[config.mk]
export PLATFORM = sky130hd
export DESIGN_NAME = mips_multicycle_control
export DESIGN_NICKNAME = d
export VERILOG_FILES = /design/src/rtl/mips_pkg.sv /design/src/rtl/mips_ctrl_decode.sv /design/src/rtl/mips_multicycle_control.sv
export SDC_FILE = /design/constraint.sdc
export NUM_CORES = 1
export LEC_CHECK = 0
export CAP_MARGIN = 0
export CORE_ASPECT_RATIO = 1.25
export CORE_MARGIN = 4
export CORE_UTILIZATION = 38
export DETAILED_ROUTE_END_ITERATION = 7
export PLACE_DENSITY = 0.75
export SLEW_MARGIN = 20
export SYNTH_ARGS = -nofsm -noshare
export SYNTH_HDL_FRONTEND = slang
export SYNTH_HIERARCHICAL = 1
export SYNTH_SLANG_ARGS = --single-unit
[constraint.sdc]
create_clock -name clk -period 1.6 [get_ports clk]
set_input_delay 0.4 -clock clk [delete_from_list [all_inputs] [get_ports clk]]
set_output_delay 0.4 -clock clk [all_outputs]
set_load 0.05 [all_outputs]
[src/rtl/mips_pkg.sv]
// Shared encodings for the multicycle MIPS control path and ALU control decoder.
package mips_pkg;

  localparam int unsigned OPCODE_W = 6;
  localparam int unsigned STATE_W  = 4;

  // Supported opcodes (IR[31:26])
  localparam logic [OPCODE_W-1:0] OP_R    = 6'b000000;
  localparam logic [OPCODE_W-1:0] OP_LW   = 6'b100011;
  localparam logic [OPCODE_W-1:0] OP_SW   = 6'b101011;
  localparam logic [OPCODE_W-1:0] OP_BEQ  = 6'b000100;
  localparam logic [OPCODE_W-1:0] OP_J    = 6'b000010;
  localparam logic [OPCODE_W-1:0] OP_ADDI = 6'b001000;

  // Control FSM state encodings
  localparam logic [STATE_W-1:0] S_FETCH  = 4'd0;
  localparam logic [STATE_W-1:0] S_DECODE = 4'd1;
  localparam logic [STATE_W-1:0] S_MEMADR = 4'd2;
  localparam logic [STATE_W-1:0] S_MEMRD  = 4'd3;
  localparam logic [STATE_W-1:0] S_MEMWB  = 4'd4;
  localparam logic [STATE_W-1:0] S_MEMWR  = 4'd5;
  localparam logic [STATE_W-1:0] S_EXEC   = 4'd6;
  localparam logic [STATE_W-1:0] S_ALUWB  = 4'd7;
  localparam logic [STATE_W-1:0] S_BRANCH = 4'd8;
  localparam logic [STATE_W-1:0] S_JUMP   = 4'd9;
  localparam logic [STATE_W-1:0] S_ADDIEX = 4'd10;
  localparam logic [STATE_W-1:0] S_ADDIWB = 4'd11;

  // ALU operation class handed to the ALU control decoder
  localparam logic [1:0] ALUOP_ADD   = 2'b00;
  localparam logic [1:0] ALUOP_SUB   = 2'b01;
  localparam logic [1:0] ALUOP_FUNCT = 2'b10;

  // ALU operand B select
  localparam logic [1:0] SRCB_B      = 2'b00;
  localparam logic [1:0] SRCB_FOUR   = 2'b01;
  localparam logic [1:0] SRCB_IMM    = 2'b10;
  localparam logic [1:0] SRCB_IMM_SH = 2'b11;

  // Next-PC source select
  localparam logic [1:0] PCSRC_ALU    = 2'b00;
  localparam logic [1:0] PCSRC_ALUOUT = 2'b01;
  localparam logic [1:0] PCSRC_JUMP   = 2'b10;

  // Datapath control word
  typedef struct packed {
    logic       pc_write;
    logic       pc_write_cond;
    logic       iord;
    logic       mem_read;
    logic       mem_write;
    logic       ir_write;
    logic       mem_to_reg;
    logic       reg_dst;
    logic       reg_write;
    logic       alu_src_a;
    logic [1:0] alu_src_b;
    logic [1:0] aluop;
    logic [1:0] pc_source;
  } ctrl_t;

  // True for opcodes this control unit can sequence
  function automatic logic op_legal(input logic [OPCODE_W-1:0] op);
    return (op == OP_R) || (op == OP_LW) || (op == OP_SW) ||
           (op == OP_BEQ) || (op == OP_J) || (op == OP_ADDI);
  endfunction

endpackage

[src/rtl/mips_ctrl_decode.sv]
// Combinational decode of FSM state (plus mem_ready/opcode) into the control word.
module mips_ctrl_decode
  import mips_pkg::*;
(
  input  logic [STATE_W-1:0]  state,
  input  logic                mem_ready,
  input  logic [OPCODE_W-1:0] opcode,
  output ctrl_t               ctrl_c,
  output logic                illegal_c
);

  // Per-state control word; anything not set stays 0, unused codes decode to all-zero
  always_comb begin
    ctrl_c    = '0;
    illegal_c = 1'b0;
    case (state)
      S_FETCH: begin
        ctrl_c.mem_read  = 1'b1;
        ctrl_c.alu_src_b = SRCB_FOUR;
        ctrl_c.ir_write  = mem_ready;
        ctrl_c.pc_write  = mem_ready;
      end
      S_DECODE: begin
        ctrl_c.alu_src_b = SRCB_IMM_SH;
        illegal_c        = !op_legal(opcode);
      end
      S_MEMADR: begin
        ctrl_c.alu_src_a = 1'b1;
        ctrl_c.alu_src_b = SRCB_IMM;
      end
      S_MEMRD: begin
        ctrl_c.mem_read = 1'b1;
        ctrl_c.iord     = 1'b1;
      end
      S_MEMWB: begin
        ctrl_c.reg_write  = 1'b1;
        ctrl_c.mem_to_reg = 1'b1;
      end
      S_MEMWR: begin
        ctrl_c.mem_write = 1'b1;
        ctrl_c.iord      = 1'b1;
      end
      S_EXEC: begin
        ctrl_c.alu_src_a = 1'b1;
        ctrl_c.alu_src_b = SRCB_B;
        ctrl_c.aluop     = ALUOP_FUNCT;
      end
      S_ALUWB: begin
        ctrl_c.reg_write = 1'b1;
        ctrl_c.reg_dst   = 1'b1;
      end
      S_BRANCH: begin
        ctrl_c.alu_src_a     = 1'b1;
        ctrl_c.alu_src_b     = SRCB_B;
        ctrl_c.aluop         = ALUOP_SUB;
        ctrl_c.pc_write_cond = 1'b1;
        ctrl_c.pc_source     = PCSRC_ALUOUT;
      end
      S_JUMP: begin
        ctrl_c.pc_write  = 1'b1;
        ctrl_c.pc_source = PCSRC_JUMP;
      end
      S_ADDIEX: begin
        ctrl_c.alu_src_a = 1'b1;
        ctrl_c.alu_src_b = SRCB_IMM;
        ctrl_c.aluop     = ALUOP_ADD;
      end
      S_ADDIWB: begin
        ctrl_c.reg_write = 1'b1;
      end
      default: begin
        ctrl_c = '0;
      end
    endcase
  end

endmodule

[src/rtl/mips_multicycle_control.sv]
// Main control FSM for the multicycle MIPS datapath.
module mips_multicycle_control
  import mips_pkg::*;
#(
  parameter int unsigned OP_W = 6,
  parameter int unsigned ST_W = 4
) (
  input  logic            clk,
  input  logic            rst,
  input  logic [OP_W-1:0] opcode,
  input  logic            mem_ready,
  output logic            pc_write,
  output logic            pc_write_cond,
  output logic            iord,
  output logic            mem_read,
  output logic            mem_write,
  output logic            ir_write,
  output logic            mem_to_reg,
  output logic            reg_dst,
  output logic            reg_write,
  output logic            alu_src_a,
  output logic [1:0]      alu_src_b,
  output logic [1:0]      aluop,
  output logic [1:0]      pc_source,
  output logic            illegal_op,
  output logic [ST_W-1:0] state
);

  logic [ST_W-1:0] state_q;
  logic [ST_W-1:0] state_d;
  ctrl_t           ctrl_c;
  ctrl_t           ctrl_g;
  logic            illegal_c;

  // State register; reset restarts at FETCH and drops any in-flight access
  always_ff @(posedge clk) begin
    if (rst) state_q <= S_FETCH;
    else     state_q <= state_d;
  end

  // Next-state logic; memory states hold until mem_ready
  always_comb begin
    state_d = state_q;
    case (state_q)
      S_FETCH:  if (mem_ready) state_d = S_DECODE;
      S_DECODE: begin
        case (opcode)
          OP_LW, OP_SW: state_d = S_MEMADR;
          OP_R:         state_d = S_EXEC;
          OP_BEQ:       state_d = S_BRANCH;
          OP_J:         state_d = S_JUMP;
          OP_ADDI:      state_d = S_ADDIEX;
          default:      state_d = S_FETCH;
        endcase
      end
      S_MEMADR: begin
        if (opcode == OP_LW)      state_d = S_MEMRD;
        else if (opcode == OP_SW) state_d = S_MEMWR;
        else                      state_d = S_FETCH;
      end
      S_MEMRD:  if (mem_ready) state_d = S_MEMWB;
      S_MEMWR:  if (mem_ready) state_d = S_FETCH;
      S_EXEC:   state_d = S_ALUWB;
      S_ADDIEX: state_d = S_ADDIWB;
      S_MEMWB, S_ALUWB, S_BRANCH, S_JUMP, S_ADDIWB: state_d = S_FETCH;
      default:  state_d = S_FETCH;
    endcase
  end

  mips_ctrl_decode u_decode (
    .state     (state_q),
    .mem_ready (mem_ready),
    .opcode    (opcode),
    .ctrl_c    (ctrl_c),
    .illegal_c (illegal_c)
  );

  // Reset silences every output immediately, not only after the clock edge
  assign ctrl_g        = rst ? '0 : ctrl_c;
  assign illegal_op    = rst ? 1'b0 : illegal_c;
  assign state         = rst ? '0 : state_q;

  assign pc_write      = ctrl_g.pc_write;
  assign pc_write_cond = ctrl_g.pc_write_cond;
  assign iord          = ctrl_g.iord;
  assign mem_read      = ctrl_g.mem_read;
  assign mem_write     = ctrl_g.mem_write;
  assign ir_write      = ctrl_g.ir_write;
  assign mem_to_reg    = ctrl_g.mem_to_reg;
  assign reg_dst       = ctrl_g.reg_dst;
  assign reg_write     = ctrl_g.reg_write;
  assign alu_src_a     = ctrl_g.alu_src_a;
  assign alu_src_b     = ctrl_g.alu_src_b;
  assign aluop         = ctrl_g.aluop;
  assign pc_source     = ctrl_g.pc_source;

endmodule

==> metrics list, run 1 <==
- Sequential share of the synthesized area: between 10% and 20%
* Port Buffers: 29
- Pin placement for this block handled 30 I/O pins.
- Number of instances in the synthesized netlist: just over 100
- The number of clock buffers added by TritonCTS is 3.
- CTS Buffer Depth: 2
* Routability congestion estimate from global placement: slightly below 1
- Stage at which the flow ended: 5_1_grt
- Y dimension of the die: about 57 um
- Outcome: did not finish
* Worst End Pin Type: primary output
- For this run, the number of Yosys warnings is 6.
- Once detailed placement completed, the half-perimeter wirelength came to around 1.8 mm.
- The tree built by TritonCTS fans out to 4 sinks.
* Nets in the synthesized netlist: 110
* Number of enable-type register cells in the synthesized netlist: 0
- For this configuration, the core starts out at a cell density of around 41%.
- Worst endpoint after global-route timing repair: illegal_op
- Maximum number of pins on one net before global-route repair: 12
- Row generation in the floorplan step produced 17 rows.
- H-tree depth: 1
- Die Span X: 47.4 um
- Netlist area before placement: roughly 740 um2
- Number of synthesized register bits: 4
- The netlist uses 43 different library cells.
* Placed insts: 160
- After detailed placement, the total cell area comes to 1410 um2.
* Stop err: [ERROR DPL-0038] Utilization greater than 100%, impossible to legalize
- Predominant post-synthesis flop cell: sky130_fd_sc_hd__dfxtp_1
- Syn_area_per_cell: ~7.3 um2
- For this run, asynchronously set or reset flops after synthesis account for 0%.
* CTS root buffer: sky130_fd_sc_hd__clkbuf_4
synth_stat cells, drive strengths merged, types with 2 or more instances:
cell     count  share of area (%)
clkbuf       2                1.0
inv          2                1.0
xnor2        2                2.4
nand3        4                2.7
nor4         2                2.6
nand2b       6                5.1
or3          2                1.7
dfxtp        4                 11
nor2         6                3.1
o311ai       2                2.4
o21ai        2                1.4
o2111ai      2                2.4
nor3         4                3.4
nor3b        3                4.6
a21oi        3                2.0
nor2b       22                 19
nand2        6                3.1
buf          7                8.0
kinds of logic after synthesis:
family	synth area share [%]
and+or+nand+nor	52.4
adders and majority gates	1.53
buffers and inverters	10.0
DFF	10.9
xor gates and xnor gates	3.57
AOI/OAI and AO/OA	21.6
metrics by stage:
| stage | utilization, % | setup TNS (ps) | worst slack [ps] | hold slack [ps] |
|---|---|---|---|---|
| 3_3_place_gp | 77.7 | -5430 | -647 | 694 |
| 2_1_floorplan | - | -1350 | -214 | 529 |
| 3_5_place_dp | 77.7 | -5700 | -672 | 707 |
| 4_1_cts | 92.8 | -1760 | -368 | 514 |
timing repair:
item / in CTS
pin swaps: 8
hold buffers: 0
resized for setup: 57
endpoints found under the setup margin: 22
setup buffers: 9
==> run 2: changes to the inputs <==
- CORE_AREA: default -> 4 4 65 67
- CORE_ASPECT_RATIO: 1.25 -> default
- CORE_MARGIN: 4 -> default
- CORE_UTILIZATION: 38 -> default
- DIE_AREA: default -> 0 0 69 71
- PLACE_DENSITY: 0.75 -> default
- PLACE_DENSITY_LB_ADDON: default -> 0.15
- clock period: 1.6 -> 2.08 ns (I/O delays scaled with it)
==> run 2 against run 1 <==
Against the previous run:
- the flow now finishes, with violations (negative setup slack)
- synthesized cell count unchanged
- synthesized area unchanged
==> metrics list, run 2 <==
* Transition time of the tightest slew-check pin: about 330 ps
- Dividing the final minimum period by the clock period gives 103%.
- Summing all multi-input logic gate instances after layout gives 618 um2.
* Starting density of the core: 20.2% (was 40.7%)
* Total routing usage reported by global routing: about a tenth
* Number of endpoints with negative hold slack in the final report: 0
- Count of boundary I/O pins: 30 (unchanged)
- The final route contains approximately 870 vias.
* Number of nets in the final layout: 150
- Critical path buffer and inverter count: 2
- Most common library cell in the layout ignoring fill and taps: sky130_fd_sc_hd__buf_12
- Number of distinct library cells after synthesis: 43 (unchanged)
- Share of post-route cells with drive strength above 1: a little over two fifths
- The checks that failed: negative setup slack.
- The register with the most flip-flops in the layout has 4 of them.
* Remaining number of nets flagged by the antenna check after routing: 0
* Nets in the synthesized netlist: 110 (unchanged)
- Post-synthesis async set-or-reset flop share: 0% (unchanged)
- The number of buffers on the longest clock path came to 2 (unchanged).
* Power per Cell Area: roughly 340 nW/um2
* Non-Filler Cell Area, Final: 1430 um2
- Overflow left after global routing: 0
- On the critical path the largest part of the delay comes from compound AO/OA/AOI/OAI gates.
* Commonest cells after routing, fill and taps aside: sky130_fd_sc_hd__buf_12 (21), sky130_fd_sc_hd__nor2b_1 (14), sky130_fd_sc_hd__buf_4 (14)
- TritonCTS built the clock tree.
- Outcome: finished, violations left (was did not finish)
- Critical Path Fanout Max: 2
- The clock tree root buffer cell is sky130_fd_sc_hd__clkbuf_8 (was sky130_fd_sc_hd__clkbuf_4).
- Static power due to leakage: ~0.56 nW
- The weighted congestion at the end of routability-driven global placement is 0.786 (was 0.968).
* Endpoint required time on the critical path: 1560 ps
* Total wire length: around 2.2 mm
- The floorplan step defined a die boundary enclosing between 4000 and 5000 um2.
- The number of port buffers was 29 (unchanged).
- Worst setup SP type: input pin
- The count of flip-flops with a built-in enable after synthesis came to 0 (unchanged).
- Power Total: 0.000490 W
- In the final layout, the registers with the most flip-flops are state_q x4.
- For this run, the slowest stage of the critical path takes roughly 290 ps.
- Max-slew violation total from the final report: 0
- The number of antenna violations at the first check in global routing is 0.
- Setup repair after global routing could not meet its margin everywhere.
- Compared with the post-synthesis result, the final layout area differs by 94.9%.
- Clock-pin transition on the worst setup and hold timing paths: roughly 30 ps
* Inserted Diodes: 0
- Synth top area share: 18.7% (unchanged)
- The sequential element share of the synthesized area came to 10.9% (unchanged).
- Core region area: around 3600 um2
- In this run the worst hold path is classified as input pin to register.
- The first routing iteration left 39 violations.
* Row count: 22 (was 17)
- Syn_area_per_cell: 7.28 um2 (unchanged)
- Adder and majority cell fraction of the synthesized area: 1.53% (unchanged)
- The via count of the first global-routing pass was between 800 and 900.
- Data arrives at the worst endpoint at approximately 1600 ps.
- Leading cell types by count after synthesis: sky130_fd_sc_hd__nor2b_1 (22), sky130_fd_sc_hd__nand2_1 (6), sky130_fd_sc_hd__nand2b_1 (6), sky130_fd_sc_hd__nor2_1 (6) (unchanged).
* Sequence of cells on the critical path: buf_6 > maj3_2 > o31a_1 > o211a_1 > nor2b_4 > buf_8
- By startpoint and endpoint, the worst setup path is classified as input pin to output pin.
- In the final layout, flip-flops and latches occupy 82.6 um2.
* Worst-case setup slack after placement: -469 ps (was -672 ps)
* Number of clock sinks: 4 (unchanged)
* Post-detailed-route wirelength per cell: between 10 and 15 um
- The placed cell area is 1360 um2 (was 1410 um2).
- Count of hold-fix buffers inserted at cts: 0 (unchanged)
- Final critical-path required period: 2140 ps
- Cell taking the most area after synthesis: sky130_fd_sc_hd__nor2b_1 (unchanged)
- Die Span X: 69 um (was 47.4 um)
* Number of synthesized register bits: 4 (unchanged)
* Number of violations of the max-capacitance limit: 0
- The dominant register cell in the synthesized netlist is sky130_fd_sc_hd__dfxtp_1 (unchanged).
- For the worst-skew pair, the clock arrives at the later sink with an insertion delay of 210 ps.
- Count of TritonRoute iterations in the first routing pass: 5
* Max stage delay cell, worst path: sky130_fd_sc_hd__maj3_2
- The number of CTS-inserted buffers is 3 (unchanged).
- Combinational family with the most area after synthesis: simple AND/OR/NAND/NOR gates (unchanged)
- Largest Register: state_q
* Finish-stage setup viols: 13
* Remaining max-slew budget at the tightest pin: around 77%
* Library cell with the highest instance count after synthesis: sky130_fd_sc_hd__nor2b_1 (unchanged)
- In the routed layout, each cell is associated on average with a via count of approximately 4.6.
* Crit. End Element: output pin
* Clock Skew: just under 1 ps
- The buffers inserted during post-CTS setup optimization is 0 (was 9).
- The post-synthesis instance area came to 736 um2 (unchanged).
- The first global-routing pass estimated between 4 and 5 mm of wire.
* H-tree depth: 1 (unchanged)
* Y dimension of the die: 71 um (was 57.2 um)
* Number of instances in the synthesized netlist: 101 (unchanged)
- The sum of net half-perimeters after detailed placement was 1.77 mm (was 1.80 mm).
* Compound-cell area share of the yosys netlist: 21.6% (unchanged)
- Entering global routing, the biggest net connects 20 pins.
- In the routed design, unresolved DRC markers number 0.
- Fraction of synthesized cell area in xor and xnor cells: 3.57% (unchanged)
- Number of filler cells placed in the layout: around 390
- Post-Synth Simple-Gate Area: 52.4% (unchanged)
- Post-route setup slack: -62.3 ps
- Summed over all failing endpoints, the final setup total negative slack is -201 ps.
- Achievable Freq: around 470 MHz
- The warning count from the yosys run was 6 (unchanged).
* Post-synthesis mux area share: 0% (unchanged)
* Maximum vdd drop: approximately 0.00021 V
* Cells taking the most area after synthesis: sky130_fd_sc_hd__nor2b_1 (19%), sky130_fd_sc_hd__dfxtp_1 (11%), sky130_fd_sc_hd__nand2b_1 (5.1%) (unchanged)
-- run 2: path summary, 6_finish.rpt --
check | start | endpoint | slack (ps) | depth (start not counted)
max | opcode[1] | illegal_op | -60 | 6
min | opcode[1] | state_q[2] | 680 | 3
max reg2reg | state_q[0] | state_q[3] | 600 | 5
min reg2reg | state_q[2] | state_q[3] | 720 | 2
-- run 2: power by group --
| group | switching, W | total [W] | internal [W] |
|---|---|---|---|
| clock network | 0.0000371 | 0.000160 | 0.000123 |
| logic | 0.000119 | 0.000237 | 0.000119 |
| registers | 0.0000109 | 0.0000925 | 0.0000816 |
| total | 0.000167 | 0.000490 | 0.000324 |
-- run 2: what timing repair did --
item	4_1_cts	5_1_grt
gates cloned	0	0
endpoints found under the setup margin	16	21
gates resized for setup	22	4
pin swaps	3	3
-- run 2: logic make-up after synthesis --
family                   Yosys count
adder cells (fa/ha/maj)            1
XOR/XNOR                           3
flip-flops                         4
AO/OA/AOI/OAI                     20
buffers and inverters             11
AND/OR/NAND/NOR                   62
-- run 2: per-stage QoR --
step | instances | hold slack (ps) | util [%]
2_1_floorplan | 101 | 581 | -
3_3_place_gp | 184 | 748 | 37.4
3_5_place_dp | 184 | 739 | 37.4
4_1_cts | 187 | 673 | 39.0
5_1_grt | 187 | 697 | 39.5
6_report | 187 | 677 | 39.5
-- run 2: cell type report --
cell class,instances,area share (%)
timing repair buffer,44,43.5
multi-input combinational,86,43.1
sequential,4,5.76
tap,48,4.19
clock buffer,3,2.88
inverter,2,0.524
-- run 2: worst register-to-register path, delay by kind of cell (launching register included) --
kind / cells / cell delay, ps
AOI/OAI and AO/OA: 2 / 400
buffers and inverters: 1 / 210
DFF: 1 / 450
and+or+nand+nor: 2 / 350
-- run 2: metal layers --
layer  up-vias  GRT usage [%]  wire length [um]
li1        441              -                 -
met3         4           1.99               100
met2        30           17.9              1200
met4         0           3.25                28
met5         -              0                 0
met1       391           10.7               883
Power figures use the tool's default switching activity.
==> run 3: changes to the inputs <==
- SLEW_MARGIN: 20 -> 10
==> results of run 3 <==
Same layout as run 2: the final DEF is identical, and so are final timing and power.
